`src/rtl/key_operand_mult.sv`:
```
// Keypad-driven two-operand entry followed by a WIDTH-cycle shift-add multiplier.
// Build option: define KEYMULT_SIGNED_EN for two's-complement operands and product.
module key_operand_mult #(
    parameter int WIDTH = 8
) (
    input  logic                 clk,
    input  logic                 clr_n,
    input  logic [3:0]           key_code,
    input  logic                 key_valid,
    input  logic                 clear_entry,
    output logic [WIDTH-1:0]     op_a,
    output logic [WIDTH-1:0]     op_b,
    output logic [2*WIDTH-1:0]   product,
    output logic [2:0]           digit_cnt,
    output logic                 busy,
    output logic                 prod_valid,
    output logic                 overrun
);
    localparam int DIGITS = WIDTH / 4;
    localparam int IW     = $clog2(WIDTH);

    localparam logic [2:0] S_IDLE    = 3'd0;
    localparam logic [2:0] S_ENTRY_A = 3'd1;
    localparam logic [2:0] S_ENTRY_B = 3'd2;
    localparam logic [2:0] S_BUSY    = 3'd3;
    localparam logic [2:0] S_DONE    = 3'd4;

    logic [2:0]         state_q,  state_d;
    logic [WIDTH-1:0]   op_a_q,   op_a_d;
    logic [WIDTH-1:0]   op_b_q,   op_b_d;
    logic [2*WIDTH-1:0] prod_q,   prod_d;
    logic [3:0]         cnt_q,    cnt_d;
    logic [2*WIDTH-1:0] acc_q,    acc_d;
    logic [2*WIDTH-1:0] mcand_q,  mcand_d;
    logic [WIDTH-1:0]   mplier_q, mplier_d;
    logic [IW-1:0]      iter_q,   iter_d;
    logic               pv_q,     pv_d;
    logic               ovr_q,    ovr_d;

    logic [WIDTH+3:0]   a_ext, b_ext;
    logic [3:0]         cnt_inc;
    logic [2*WIDTH-1:0] partial, acc_step;
    logic               last_iter;

    always_comb begin
        a_ext     = {op_a_q, key_code};
        b_ext     = {op_b_q, key_code};
        cnt_inc   = cnt_q + 4'd1;
        last_iter = (iter_q == IW'(WIDTH - 1));
        partial   = mplier_q[0] ? mcand_q : '0;
`ifdef KEYMULT_SIGNED_EN
        // The multiplier MSB carries negative weight in two's complement.
        acc_step  = last_iter ? (acc_q - partial) : (acc_q + partial);
`else
        acc_step  = acc_q + partial;
`endif

        state_d  = state_q;
        op_a_d   = op_a_q;
        op_b_d   = op_b_q;
        prod_d   = prod_q;
        cnt_d    = cnt_q;
        acc_d    = acc_q;
        mcand_d  = mcand_q;
        mplier_d = mplier_q;
        iter_d   = iter_q;
        pv_d     = 1'b0;
        ovr_d    = ovr_q;

        case (state_q)
            S_IDLE, S_DONE: begin
                // op_a is already zero in IDLE, so a fresh load equals the shift-in.
                if (key_valid) begin
                    op_a_d  = WIDTH'(key_code);
                    op_b_d  = '0;
                    ovr_d   = 1'b0;
                    cnt_d   = 4'd1;
                    state_d = (DIGITS == 1) ? S_ENTRY_B : S_ENTRY_A;
                end
            end
            S_ENTRY_A: begin
                if (key_valid) begin
                    op_a_d = a_ext[WIDTH-1:0];
                    cnt_d  = cnt_inc;
                    if (cnt_inc == 4'(DIGITS))
                        state_d = S_ENTRY_B;
                end
            end
            S_ENTRY_B: begin
                if (key_valid) begin
                    op_b_d = b_ext[WIDTH-1:0];
                    cnt_d  = cnt_inc;
                    if (cnt_inc == 4'(2 * DIGITS)) begin
                        state_d  = S_BUSY;
                        acc_d    = '0;
`ifdef KEYMULT_SIGNED_EN
                        mcand_d  = {{WIDTH{op_a_q[WIDTH-1]}}, op_a_q};
`else
                        mcand_d  = {{WIDTH{1'b0}}, op_a_q};
`endif
                        mplier_d = b_ext[WIDTH-1:0];
                        iter_d   = '0;
                    end
                end
            end
            S_BUSY: begin
                if (key_valid)
                    ovr_d = 1'b1;
                acc_d    = acc_step;
                mcand_d  = mcand_q << 1;
                mplier_d = mplier_q >> 1;
                iter_d   = iter_q + IW'(1);
                if (last_iter) begin
                    prod_d  = acc_step;
                    pv_d    = 1'b1;
                    state_d = S_DONE;
                end
            end
            default: state_d = S_IDLE;
        endcase

        if (clear_entry) begin
            state_d = S_IDLE;
            op_a_d  = '0;
            op_b_d  = '0;
            cnt_d   = '0;
            acc_d   = '0;
            ovr_d   = 1'b0;
            pv_d    = 1'b0;
        end
    end

    always_ff @(posedge clk or negedge clr_n) begin
        if (!clr_n) begin
            state_q  <= S_IDLE;
            op_a_q   <= '0;
            op_b_q   <= '0;
            prod_q   <= '0;
            cnt_q    <= '0;
            acc_q    <= '0;
            mcand_q  <= '0;
            mplier_q <= '0;
            iter_q   <= '0;
            pv_q     <= 1'b0;
            ovr_q    <= 1'b0;
        end else begin
            state_q  <= state_d;
            op_a_q   <= op_a_d;
            op_b_q   <= op_b_d;
            prod_q   <= prod_d;
            cnt_q    <= cnt_d;
            acc_q    <= acc_d;
            mcand_q  <= mcand_d;
            mplier_q <= mplier_d;
            iter_q   <= iter_d;
            pv_q     <= pv_d;
            ovr_q    <= ovr_d;
        end
    end

    // The 3-bit count saturates rather than wraps for the widest configuration.
    assign digit_cnt  = (cnt_q > 4'd7) ? 3'd7 : cnt_q[2:0];
    assign op_a       = op_a_q;
    assign op_b       = op_b_q;
    assign product    = prod_q;
    assign busy       = (state_q == S_BUSY);
    assign prod_valid = pv_q;
    assign overrun    = ovr_q;
endmodule
```
`config.mk`:
```
export PLATFORM = sky130hd
export DESIGN_NAME = key_operand_mult
export DESIGN_NICKNAME = d
export VERILOG_FILES = /design/src/rtl/key_operand_mult.sv
export SDC_FILE = /design/constraint.sdc
export NUM_CORES = 1
export LEC_CHECK = 0
export BUFFER_PORTS_ARGS = -buffer_cell sky130_fd_sc_hd__buf_2
export CELL_PAD_IN_SITES_DETAIL_PLACEMENT = 1
export CELL_PAD_IN_SITES_GLOBAL_PLACEMENT = 2
export CORE_MARGIN = 5
export CORE_UTILIZATION = 42
export CTS_BUF_LIST = sky130_fd_sc_hd__clkbuf_2 sky130_fd_sc_hd__clkbuf_4 sky130_fd_sc_hd__clkbuf_8
export CTS_CLUSTER_SIZE = 25
export DETAILED_ROUTE_END_ITERATION = 8
export GPL_ROUTABILITY_DRIVEN = 0
export GPL_TIMING_DRIVEN = 0
export PLACE_DENSITY_LB_ADDON = 0.1
export SLEW_MARGIN = 20
export SYNTH_ARGS = -nofsm -noshare
export SYNTH_HDL_FRONTEND = slang
export SYNTH_SLANG_ARGS = --single-unit
export TNS_END_PERCENT = 5
```
`constraint.sdc`:
```
create_clock -name clk -period 3.5 [get_ports clk]
set_input_delay 0.35 -clock clk [delete_from_list [all_inputs] [get_ports clk]]
set_output_delay 0.35 -clock clk [all_outputs]
set_load 0.01 [all_outputs]
```
==> summary.txt <==
flip-flop and latch count after synthesis: 84
post-placement cell area: 4805 µm²
fillers: 1202
Setup violations, final: 0
predominant post-synthesis flop cell: dfrtp_1
ANT nets after route: 0
buffers added on ports: 44
share of the synthesized area in compound gates (AO/OA/AOI/OAI): 0.1518
Total Nets Final: 536
combinational family with the most area after synthesis: simple AND/OR/NAND/NOR gates
Total Routed Length: 11.15 mm
drt via density: 5.388
total area of multi-input combinational cells: 2146 µm²
total of max-cap violations: 0
path class of the lowest-slack min-delay path: in -> reg
worst reg2reg path depth: 9
fraction of synthesized area in multiplexers: 0.07420
CORE AREA: 10230 µm²
TritonCTS clock tree: yes
unrepaired setup endpoints after global routing: no
H-tree depth: 3
result of the run: finished clean
area of the mapped netlist: 4384 µm²
buffers from clock root to sink, at most: 2
most frequently used cell type in the post-synthesis netlist: nand2_1
leakage power: 2.627 nW
EDFF count, synth: 0
post-detail-place hpwl: 8.337 mm
initial antenna violation count: 0
Final Hold Viols: 0
fraction of final layout cells sized beyond drive strength 1: 0.1715
Commonest cells post-synth: 91 x nand2_1, 84 x dfrtp_1, 42 x o21ai_0
synth unique cells: 50
async set-or-reset flop fraction in the synthesized netlist: 1.000
diode count: 0
effective utilization at floorplan: 0.4285
maximum net fanout on the critical path: 10
xor-xnor portion of the synthesized cell area: 0.03196
number of resized instances in the post-cts repair step: 0
actual slew at the worst max-slew pin: 702.9 ps
type of the worst setup path: reg -> reg
area grow syn2layout: 14.58%
CTS Root Cell: clkbuf_8
worst slew slack as a fraction of its limit: 0.5314
top-area cell type share of the netlist area: 0.4795
maximum vdd drop: 0.2262 mV
Max stage delay on crit path: 500 ps
register clock-pin slew on the reported worst setup and hold paths: 90 ps
total count of max-transition violations in the final report: 0
critical path's most frequent cell: o21ai_0
share of synthesized cell area in and, or, nand and nor gates: 0.1704
Die ar.: 12580 µm²
number of instances on the worst hold path: 2
Initial DRC Count: 126
total negative slack: 0 ps
Congestion Overflow GR: 0
worst skew pair latency: 360 ps
Post-Synthesis Cells: 451
top achievable clock speed: 355.1 MHz
number of buffers added by the clock tree synthesis step: 9
All-Layer GR Usage: 0.1878
overall die width: 112.2 µm
P per Cell Area: 616.1 nW/µm²
Adder-Cell Fraction of Synth Area: 0.06107
clk sinks: 84
I/O Pins: 46
cell chain of the critical path: clkbuf_1 -> and2_1 -> ha_1 -> a211o_1 -> a31oi_1 -> o21ai_0 -> a21boi_0 -> xor2_1 -> o21ai_0
post-synth top area cell: dfrtp_1
sequential cell area fraction in the yosys report: 0.4795
critical path capture point type: flip-flop
shortest period the worst path allows: 2816 ps
global-route wire length before repair: 19.23 mm
number of gates on the worst path with buffers counted: 9
cell area after layout: 5024 µm²
master of the slowest instance on the critical path: dfrtp_1
post-route clock skew: 10.12 ps
synthesized net count: 479
total via count in the routed design: 3497
area of all sequential standard cells: 2102 µm²
Initial DRT Pass Iterations: 4
Period Utilization, post-route: 0.8045
CP Data Arrival Time: 3040 ps
mean instance size in the synthesized netlist: 9.721 µm²
Worst Setup Start Kind: flip-flop
largest delay contributor family on the critical path: compound AO/OA/AOI/OAI gates
endpoint required time on the critical path: 3730 ps
maximum number of pins on one net before global-route repair: 56
Warnings, synthesis: 0
DRC violations left: 0
WL/cell: 17.18 µm
Area contributors post-synth: dfrtp_1 48%, nand2_1 7.8%, ha_1 5.4%
via count of the first global-routing pass: 3815
buffering stage count on the worst path with inverters included: 1
Vert. Die Dim: 112.2 µm
number of rows in the core area: 37
## path summary, 6_finish.rpt
check	startpoint	end	slack (ps)
worst min-delay path	key_code[3]	op_b[3]	240
worst max-delay path	mplier_q[0]	product[12]	680
min in group asynchronous	clr_n	product[8]	450
worst max register to register	mplier_q[0]	product[12]	680
max in group asynchronous	clr_n	mcand_q[4]	2440
worst min register to register	product[11]	product[11]	480
## stage by stage
stage               total power [mW]  instances  hold WS (ps)  setup slack, ps  utilization
floorplan                      2.018        451         54.41             1181            -
global placement               2.330        631         456.7            716.2       0.4667
detailed placement             2.388        632         311.6            648.2       0.4696
CTS                            3.141        649         218.5            617.2       0.4910
global route                   3.331        649         224.0            318.6       0.4910
finish                         3.095        649         242.8            684.3       0.4910
## cells by family after synthesis
| logic type | count (synthesis) |
|---|---|
| simple gates | 161 |
| compound gates | 107 |
| flops | 84 |
| buf+inv | 31 |
| mux | 31 |
| fa+ha+maj | 21 |
| xor+xnor | 16 |
## worst reg2reg max path: stages, from the launching register on
cell and delay, ps:
dfrtp_1 500, clkbuf_1 310, and2_1 190, ha_1 300, a211o_1 280, a31oi_1 260, o21ai_0 230, a21boi_0 310
xor2_1 210, o21ai_0 100
## report_power, final
group          switching, mW  internal (mW)  total, mW  leakage [nW]
Sequential             0.166           1.21       1.38          1.13
Combinational          0.574          0.397      0.970          1.40
Clock                  0.390          0.357      0.747         0.105
## sequential cells by signal (all words and copies together), names as in the netlist
register and cells:
product 16, op_a 8, overrun 1, cnt_q 4, iter_q 3, op_b 8
state_q 3, mplier_q 8, mcand_q 16, acc_q 16, prod_valid 1
## area by class of cell
class / instances / share of cell area
well taps: 136 / 0.03387
clock inverters: 6 / 0.01420
flip-flops and latches: 84 / 0.4184
multi-input cells: 336 / 0.4271
clock buffers: 10 / 0.02740
plain buffers: 23 / 0.02117
inverters: 8 / 0.005978
repair buffers: 46 / 0.05181
## metal layers
metal  routed length, µm  global-route usage  vias to the layer above
li1                    -                   -                     1686
met1                5049              0.2379                     1747
met2                5584              0.3274                       51
met3                 295             0.02534                       13
met4                 218             0.06891                        0
met5                   0                   0                        -
## what timing repair did
item / in CTS / in global routing
endpoints found under the hold margin: 29 / 0
buffers inserted: 0 / 0
hold buffers: 1 / 0
## cells in the final DEF (no fill, tap or decap), types with 2 or more instances in the layout
master,count
nand2_1,91
dfrtp_1,84
buf_2,47
o21ai_0,42
and2_1,19
mux2i_1,19
ha_1,19
a21oi_1,18
nor2_1,16
nand3_1,16
clkbuf_1,14
a22o_1,14
mux2_2,11
clkbuf_8,10
xnor2_1,9
inv_1,7
xor2_1,7
and3_1,6
a31oi_1,5
a21o_1,4
buf_4,3
o211ai_1,3
o21ai_1,3
nand4_1,3
o22ai_1,3
or2_2,2
a211o_1,2
nor3_1,2
buf_1,2
o21bai_1,2
o31ai_1,2
Power figures use the tool's default switching activity.
